**src/rtl/smpl_pkg.sv**
```systemverilog
// smpl_pkg: shared definitions for the sample decimator.
//   mode_e      : MODE_PICK (point sample) / MODE_PEAK (window min/max)
//   CNT_W_DEF   : default decimation counter width
//   DATA_W_DEF  : default sample width
package smpl_pkg;

  localparam int CNT_W_DEF  = 16;
  localparam int DATA_W_DEF = 8;

  typedef enum logic {
    MODE_PICK = 1'b0,
    MODE_PEAK = 1'b1
  } mode_e;

endpackage

```
**src/rtl/cntn.sv**
```systemverilog
// cntn: loadable down-counter.
//   clk  : clock, rising edge
//   nrst : asynchronous active-low reset, clears the count
//   en   : allow a step (load takes priority)
//   step : amount subtracted per enabled clock
//   load : load cin on the next edge
//   cin  : load value
//   cnt  : current count
module cntn #(
  parameter int W = 16
) (
  input  logic         clk,
  input  logic         nrst,
  input  logic         en,
  input  logic [W-1:0] step,
  input  logic         load,
  input  logic [W-1:0] cin,
  output logic [W-1:0] cnt
);

  logic [W-1:0] cnt_q;
  logic [W-1:0] cnt_d;

  always_comb begin
    cnt_d = cnt_q;
    if (load) begin
      cnt_d = cin;
    end else if (en) begin
      cnt_d = cnt_q - step;
    end
  end

  always_ff @(posedge clk or negedge nrst) begin
    if (!nrst) begin
      cnt_q <= '0;
    end else begin
      cnt_q <= cnt_d;
    end
  end

  assign cnt = cnt_q;

endmodule

```
**src/rtl/smpl_deci_pk.sv**
```systemverilog
// smpl_deci_pk: sample decimator with optional peak (min/max) detection.
// A down-counter reloads num whenever en is low or the count reaches zero,
// so one window spans num+1 clocks and ends on the strobe cycle.
//   clk      : clock, rising edge
//   nrst     : asynchronous active-low reset
//   en       : enable; low discards the current window and idles
//   num      : decimation count, period = num+1 clocks
//   mode     : 0 = pick, 1 = peak (only with SMPL_DECI_PK_PEAK_EN)
//   div2     : out2 fires on every second out
//   din      : unsigned sample, valid every clock
//   out      : decimated strobe, one clock, one clock after window end
//   out2     : out, thinned to every second strobe when div2=1
//   dout_max : window maximum (pick: sample at window end)
//   dout_min : window minimum (pick: sample at window end)
// Build option: define SMPL_DECI_PK_PEAK_EN to implement peak mode; without
// it mode is ignored and no running min/max registers exist.
module smpl_deci_pk
  import smpl_pkg::*;
#(
  parameter int CNT_W  = CNT_W_DEF,
  parameter int DATA_W = DATA_W_DEF
) (
  input  logic              clk,
  input  logic              nrst,
  input  logic              en,
  input  logic [CNT_W-1:0]  num,
  input  logic              mode,
  input  logic              div2,
  input  logic [DATA_W-1:0] din,
  output logic              out,
  output logic              out2,
  output logic [DATA_W-1:0] dout_max,
  output logic [DATA_W-1:0] dout_min
);

  logic [CNT_W-1:0]  cnt;
  logic              cnt_zero;
  logic              strb;
  logic              load;
  logic              out_q;
  logic              phase_q;
  logic [DATA_W-1:0] dout_max_q;
  logic [DATA_W-1:0] dout_min_q;
  logic [DATA_W-1:0] new_max;
  logic [DATA_W-1:0] new_min;

  assign cnt_zero = (cnt == '0);
  assign strb     = en & cnt_zero;
  // Reload while idle so the first window after en rises is a full one.
  assign load     = ~en | cnt_zero;

  cntn #(
    .W(CNT_W)
  ) u_cnt (
    .clk  (clk),
    .nrst (nrst),
    .en   (en),
    .step ({{(CNT_W-1){1'b0}}, 1'b1}),
    .load (load),
    .cin  (num),
    .cnt  (cnt)
  );

`ifdef SMPL_DECI_PK_PEAK_EN
  logic [DATA_W-1:0] run_max_q, run_max_d;
  logic [DATA_W-1:0] run_min_q, run_min_d;
  logic [DATA_W-1:0] win_max;
  logic [DATA_W-1:0] win_min;
  logic              start_q;
  mode_e             mode_q;
  mode_e             mode_eff;

  // Mode is sampled in a window's first cycle and held until it ends.
  assign mode_eff = start_q ? mode_e'(mode) : mode_q;
  assign win_max  = (din > run_max_q) ? din : run_max_q;
  assign win_min  = (din < run_min_q) ? din : run_min_q;

  always_comb begin
    run_max_d = win_max;
    run_min_d = win_min;
    // Reseed at window end or while idle; next cycle's din wins outright.
    if (load) begin
      run_max_d = '0;
      run_min_d = '1;
    end
  end

  always_comb begin
    new_max = din;
    new_min = din;
    if (mode_eff == MODE_PEAK) begin
      new_max = win_max;
      new_min = win_min;
    end
  end

  always_ff @(posedge clk or negedge nrst) begin
    if (!nrst) begin
      run_max_q <= '0;
      run_min_q <= '1;
      start_q   <= 1'b1;
      mode_q    <= MODE_PICK;
    end else begin
      run_max_q <= run_max_d;
      run_min_q <= run_min_d;
      start_q   <= load;
      mode_q    <= mode_eff;
    end
  end
`else
  logic unused_mode;

  assign unused_mode = mode;
  assign new_max     = din;
  assign new_min     = din;
`endif

  always_ff @(posedge clk or negedge nrst) begin
    if (!nrst) begin
      out_q      <= 1'b0;
      phase_q    <= 1'b0;
      dout_max_q <= '0;
      dout_min_q <= '0;
    end else begin
      out_q   <= strb;
      phase_q <= en ? (phase_q ^ strb) : 1'b0;
      if (strb) begin
        dout_max_q <= new_max;
        dout_min_q <= new_min;
      end
    end
  end

  assign out      = out_q;
  // phase_q has already toggled for the strobe being presented on out.
  assign out2     = out_q & (~phase_q | ~div2);
  assign dout_max = dout_max_q;
  assign dout_min = dout_min_q;

endmodule
```
**config.mk**
```make
export PLATFORM = sky130hd
export DESIGN_NAME = smpl_deci_pk
export DESIGN_NICKNAME = d
export VERILOG_FILES = /design/src/rtl/smpl_pkg.sv /design/src/rtl/cntn.sv /design/src/rtl/smpl_deci_pk.sv
export SDC_FILE = /design/constraint.sdc
export NUM_CORES = 1
export LEC_CHECK = 0
export ABC_CLOCK_PERIOD_IN_PS = 5600
export CAP_MARGIN = 10
export CELL_PAD_IN_SITES_DETAIL_PLACEMENT = 1
export CELL_PAD_IN_SITES_GLOBAL_PLACEMENT = 2
export CORE_MARGIN = 1.5
export CORE_UTILIZATION = 33
export DETAILED_ROUTE_END_ITERATION = 8
export GPL_ROUTABILITY_DRIVEN = 0
export PLACE_DENSITY_LB_ADDON = 0.15
export SLEW_MARGIN = 30
export SYNTH_ARGS = -nofsm -noshare
export SYNTH_HDL_FRONTEND = slang
export SYNTH_HIERARCHICAL = 1
export SYNTH_SLANG_ARGS = --single-unit
```
**constraint.sdc**
```tcl
create_clock -name clk -period 5.6 [get_ports clk]
set_input_delay 0.84 -clock clk [delete_from_list [all_inputs] [get_ports clk]]
set_output_delay 0.84 -clock clk [all_outputs]
set_load 0.02 [all_outputs]
```
==> results of run 1 <==
==> kinds of logic (layout without fill, tap and decap cells) <==
family	Yosys count	count (layout)	share of synthesized area (%)
AND/OR/NAND/NOR	52	52	12.90
adder cells (fa/ha/maj)	16	16	9.782
multiplexers	16	16	9.547
XOR/XNOR	12	12	4.950
other	2	17	0.3537
AO/OA/AOI/OAI	62	62	21.10
flip-flops	26	26	30.64
buffers and inverters	44	75	10.72
==> power groups by stage <==
stage	combinational, mW	clock (mW)	sequential [mW]
2_1_floorplan	0.228	0	0.235
3_3_place_gp	0.298	0	0.241
3_5_place_dp	0.302	0	0.242
4_1_cts	0.303	0.165	0.238
5_1_grt	0.335	0.171	0.241
6_report	0.302	0.161	0.237
==> sequential cells by signal, summed over array words and instances (netlist names) <==
register	cells
dout_max	8
out	1
phase_q	1
u_cnt/cnt	16
==> critical path, cell delays in order <==
cell             delay, ns
clkdlybuf4s50_1       0.97
nand2_1               0.59
nor2_1                0.76
a222oi_1              0.20
o311ai_1              0.12
==> synth_stat cells (2+ instances only) <==
cell type  count
o211ai_1       2
o21ai_1        5
a21oi_2        2
dfrtp_1       26
conb_1         2
mux2_4         8
a221oi_1       2
buf_6          2
xor2_1         7
nand3b_1       2
a221o_1        3
xnor2_1        5
o311ai_1       2
a21oi_1       11
o21a_1         2
a31oi_1        2
a21o_1         6
nand2_1       14
mux2i_1        6
nand3_1        3
buf_4          8
nor4_1         3
a22oi_1        5
o21ai_0        8
nand4_1        4
inv_1         24
a211oi_1       3
nor3_1         4
nor3b_1        2
clkbuf_1       8
nor2_1         9
mux2_2         2
nor2b_1        4
ha_1          15
==> worst paths after layout <==
| check | start | endpoint | slack [ns] | cells after the start |
|---|---|---|---|---|
| max in group asynchronous | nrst | u_cnt/cnt[15]$_DFFE_PN0P_ | 4.40 | 2 |
| max reg2reg | u_cnt/cnt[4]$_DFFE_PN0P_ | u_cnt/cnt[14]$_DFFE_PN0P_ | 3.01 | 7 |
| min reg2reg | dout_max[1]$_DFFE_PN0P_ | dout_max[1]$_DFFE_PN0P_ | 0.55 | 1 |
| max | en | u_cnt/cnt[14]$_DFFE_PN0P_ | 2.29 | 5 |
| min in group asynchronous | nrst | dout_max[6]$_DFFE_PN0P_ | 0.93 | 2 |
| min | dout_max[1]$_DFFE_PN0P_ | dout_max[1]$_DFFE_PN0P_ | 0.55 | 1 |
==> metal layers <==
| layer | up-vias | GRT usage, % |
|---|---|---|
| li1 | 891 | - |
| met3 | 4 | 0.9940 |
| met2 | 32 | 26.24 |
| met4 | 0 | 4.091 |
| met5 | - | 0 |
| met1 | 882 | 24.07 |
==> area by class of cell <==
type                            count  area [sq um]
Clock inverter                      1         30.03
Clock buffer                        3         41.29
Multi-Input combinational cell    175          1301
Timing Repair Buffer               47         465.4
Inverter                           24         90.09
Sequential cell                    26         650.6
Fill cell                         739          3602
Tap cell                           77         96.34
==> through the flow <==
stage	cell area (sq um)	hold slack (ns)
after floorplan	2180	0.4992
after global placement	2604	0.5157
after detailed placement	2604	0.5278
after CTS	2675	0.5512
after global routing	2675	0.5785
final	2675	0.5472
==> metrics, run 1 <==
commonest non-fill, non-tap cell in the layout clkdlybuf4s50_1; Die ar. approximately 7000 sq um; post-layout util a little over two fifths; gr usage total about 16%; Final min period about 3.3 ns; Ys Warns 6; H-tree Lvls 1; root buffer cell clkbuf_8; DR pass1 iterations 4; worst slew pin tran just under 0.8 ns; Post-CTS Repair Setup Buffers 0; vias per std cell between 5 and 6; Detail Route met3 WL 148 um; die height about 83 um; largest net degree at the start of global routing 27; outcome finished, final reports clean; dpl hpwl between 4000 and 5000 um; DRC viols 0; unrepaired setup endpoints after global routing false; GRT overflow 0; CTS clk-pin slew, worst paths 0.09 ns; Max Used Layer met4; synth top area cells dfrtp_1 (31%), ha_1 (8.8%), mux2_4 (5.7%), inv_1 (4.2%), xor2_1 (2.9%); Comb power frac between 40% and 50%; synthesis-to-finish area growth 25.99%; Core Area approximately 6300 sq um; Power Total about 700 uW; mapped cell area ~2100 sq um; WS Path Type primary input to flop; IO Port Bufs 45; Setup Skew roughly 0.0048 ns; Worst slew margin between 40% and 50%; CP max FO 17; CTS tree yes; fin cells roughly 350; Mapped Cells 230; worst-case clock buffer depth 2; Synth area leader dfrtp_1; pre-CTS setup slack 2.049 ns; commonest cells after routing, fill and taps aside clkdlybuf4s50_1 (45), dfrtp_1 (26), inv_1 (24), conb_1 (17), ha_1 (15); DRT iter0 DRCs 47; Critical Path RT roughly 5.8 ns; met2 WL post-DR approximately 2500 um; Post-synth EDFFs 0; drt total wl about 5400 um; Num CTS Buffers 3; CP Data Arrival Time about 3.5 ns; cell row count 29; f_max 301.8 MHz; internal cell power 444.9 uW; Hold Buf Count CTS 0; worst hold path type flop to flop; ys flop type dfrtp_1; power density over the cells roughly 260 nW/um^2; Final Max Slew Viols 0; setup slack after layout roughly 2.3 ns; Seq/Total Area, Yosys 30.64%; switching fraction of total power 36.43%; number of routed nets with antenna violations 0; worst skew pair latency roughly 0.28 ns; WL/cell roughly 15 um; crit start category primary input; Synth top area share a little under a third; Yosys cell types 53; P_leak roughly 1.2 nW; post-cts resize count 0; die width ~83 um; placed cells 349; Worst VDD drop 97.63 uV; Reg power frac 33.9%; Mapped Avg Cell Area 9.232 sq um; share of cells above drive strength 1 under 10%; Final Cycle Share 59.16%; Finish-stage setup viols 0; Nets between 300 and 400; Ports 47; Setup crit end kind flop; Synth Register Bits 26; first-pass GRT wire length 9328 um; setup TNS 0 ns; Final Hold Fails 0; P_sw around 260 uW; # diodes 0; Max Cap Viol 0; M1 WL around 2800 um; CTS sink cnt 26; Initial Utilization between 30 and 40%; DR vias between 1500 and 2000; initial antenna violation count 0; clock share of power 23.0%; asr flop ratio synth 100.0%; number of global-route vias before repair between 1500 and 2000
No activity file was read; power rests on OpenSTA's default activity.
==> run 2: changes to the inputs <==
ABC_CLOCK_PERIOD_IN_PS = 3000   (was 5600)
CORE_UTILIZATION = 28   (was 33)
clock period = 3 ns   (was 5.6 ns; I/O delays follow)
==> metrics, run 2 (synthesized netlist as in run 1, its figures left out) <==
Power Total around 1.3 mW; unrepaired setup endpoints after global routing false; WL/cell between 15 and 20 um; WS Path Type flop to flop; crit start category flop; number of global-route vias before repair a little under 2000; dpl hpwl approximately 4700 um; P_leak roughly 1.2 nW; clock share of power about 23%; f_max between 400 and 500 MHz; DR pass1 iterations 4; Comb power frac between 40% and 50%; initial antenna violation count 0; commonest cells after routing, fill and taps aside clkdlybuf4s50_1 (45), dfrtp_1 (26), inv_1 (24), conb_1 (17), ha_1 (15); Num CTS Buffers 3; Final Max Slew Viols 0; Max Cap Viol 0; Ports between 40 and 50; IO Port Bufs 45; worst skew pair latency around 0.28 ns; Largest register FFs 16; hold slack 0.5380 ns; Reg power frac about a third; placed cells 374; Worst slew margin between 40 and 50%; root buffer cell clkbuf_8; CTS clk-pin slew, worst paths about 0.11 ns; DRT iter0 DRCs 45; Hold Buf Count CTS 0; die height approximately 90 um; cell row count 31; DR vias approximately 1800; GRT overflow 0; CTS sink cnt 26; Core Area 7292 sq um; drt total wl between 5000 and 6000 um; internal cell power 832.8 uW; die width 90.08 um; Finish-stage setup viols 0; largest net degree at the start of global routing 27; Nets approximately 330; worst-case clock buffer depth 2; # diodes 0; DRC viols 0; worst hold path type primary input to asynchronous set/reset pin; first-pass GRT wire length 9770 um; P_sw roughly 490 uW; Setup Skew roughly 0.0086 ns; CP max FO 3; Critical Path RT ~3.2 ns; synthesis-to-finish area growth 28.34%; worst slew pin tran ~0.85 ns; CTS tree yes; Worst VDD drop roughly 280 uV; Final min period roughly 2.5 ns; Die ar. approximately 8100 sq um; setup TNS 0 ns; power density over the cells around 490 nW/um^2; number of routed nets with antenna violations 0; Final Cycle Share 82.93%; CP Data Arrival Time around 2.6 ns; Post-CTS Repair Setup Buffers 0; switching fraction of total power roughly 37%; H-tree Lvls 1; Initial Utilization between 20 and 30%; share of cells above drive strength 1 approximately 9.0%; Final Hold Fails 0; outcome finished, final reports clean; gr usage total between 10% and 20%; commonest non-fill, non-tap cell in the layout clkdlybuf4s50_1; Setup crit end kind flop; post-cts resize count 0; vias per std cell 4.854; fin cells 378
[run 2: per-layer routing]
layer  part of all wire (%)  GRT usage [%]  routed length [um]  up-vias
li1                       -              -                   -      896
met1                     50          20.66                2950      908
met2                     46          24.56                2713       27
met3                    2.3          2.115                 134        4
met4                    1.3          3.836                  76        0
met5                      0              0                   0        -
[run 2: layout make-up]
| cell class | instances | area (sq um) |
|---|---|---|
| Sequential cell | 26 | 650.6 |
| Inverter | 24 | 90.09 |
| Clock inverter | 1 | 30.03 |
| Multi-Input combinational cell | 175 | 1301 |
| Tap cell | 99 | 123.9 |
| Clock buffer | 3 | 41.29 |
| Timing Repair Buffer | 50 | 488.0 |
| Fill cell | 904 | 4567 |
[run 2: path summary, 6_finish.rpt]
kind	to	cells past startpoint	slack (ns)	startpoint
worst max register to register	u_cnt/cnt[14]$_DFFE_PN0P_	9	0.51	u_cnt/cnt[0]$_DFFE_PN0P_
max in group asynchronous	u_cnt/cnt[5]$_DFFE_PN0P_	2	2.18	nrst
worst max-delay path	u_cnt/cnt[14]$_DFFE_PN0P_	9	0.51	u_cnt/cnt[0]$_DFFE_PN0P_
min in group clk	dout_max[5]$_DFFE_PN0P_	1	0.55	dout_max[5]$_DFFE_PN0P_
worst min register to register	dout_max[5]$_DFFE_PN0P_	1	0.55	dout_max[5]$_DFFE_PN0P_
worst min-delay path	dout_max[3]$_DFFE_PN0P_	2	0.54	nrst
[run 2: through the flow]
step / util (%) / instance area (sq um) / setup WS, ns
2_1_floorplan: - / 2180 / 0.8937
5_1_grt: 37.37 / 2725 / 0.3579
4_1_cts: 37.37 / 2725 / 0.4865
3_5_place_dp: 36.39 / 2654 / 0.3337
6_report: 37.37 / 2725 / 0.5120
3_3_place_gp: 36.39 / 2654 / 0.4306
[run 2: power groups by stage]
stage | sequential, mW | clock, mW | combinational (mW)
after floorplan | 0.438 | 0 | 0.426
after global placement | 0.449 | 0 | 0.570
after detailed placement | 0.451 | 0 | 0.574
after CTS | 0.444 | 0.314 | 0.578
after global routing | 0.450 | 0.331 | 0.639
final | 0.442 | 0.305 | 0.576
[run 2: worst max-delay path, cell delays in order (launching register included)]
cell       delay, ns
dfrtp_1         0.37
inv_1           0.06
ha_1            0.22
fa_1            0.40
and2b_1         0.25
o2111ai_2       0.16
a21oi_1         0.45
a21oi_1         0.17
mux2i_1         0.18
o311ai_1        0.12
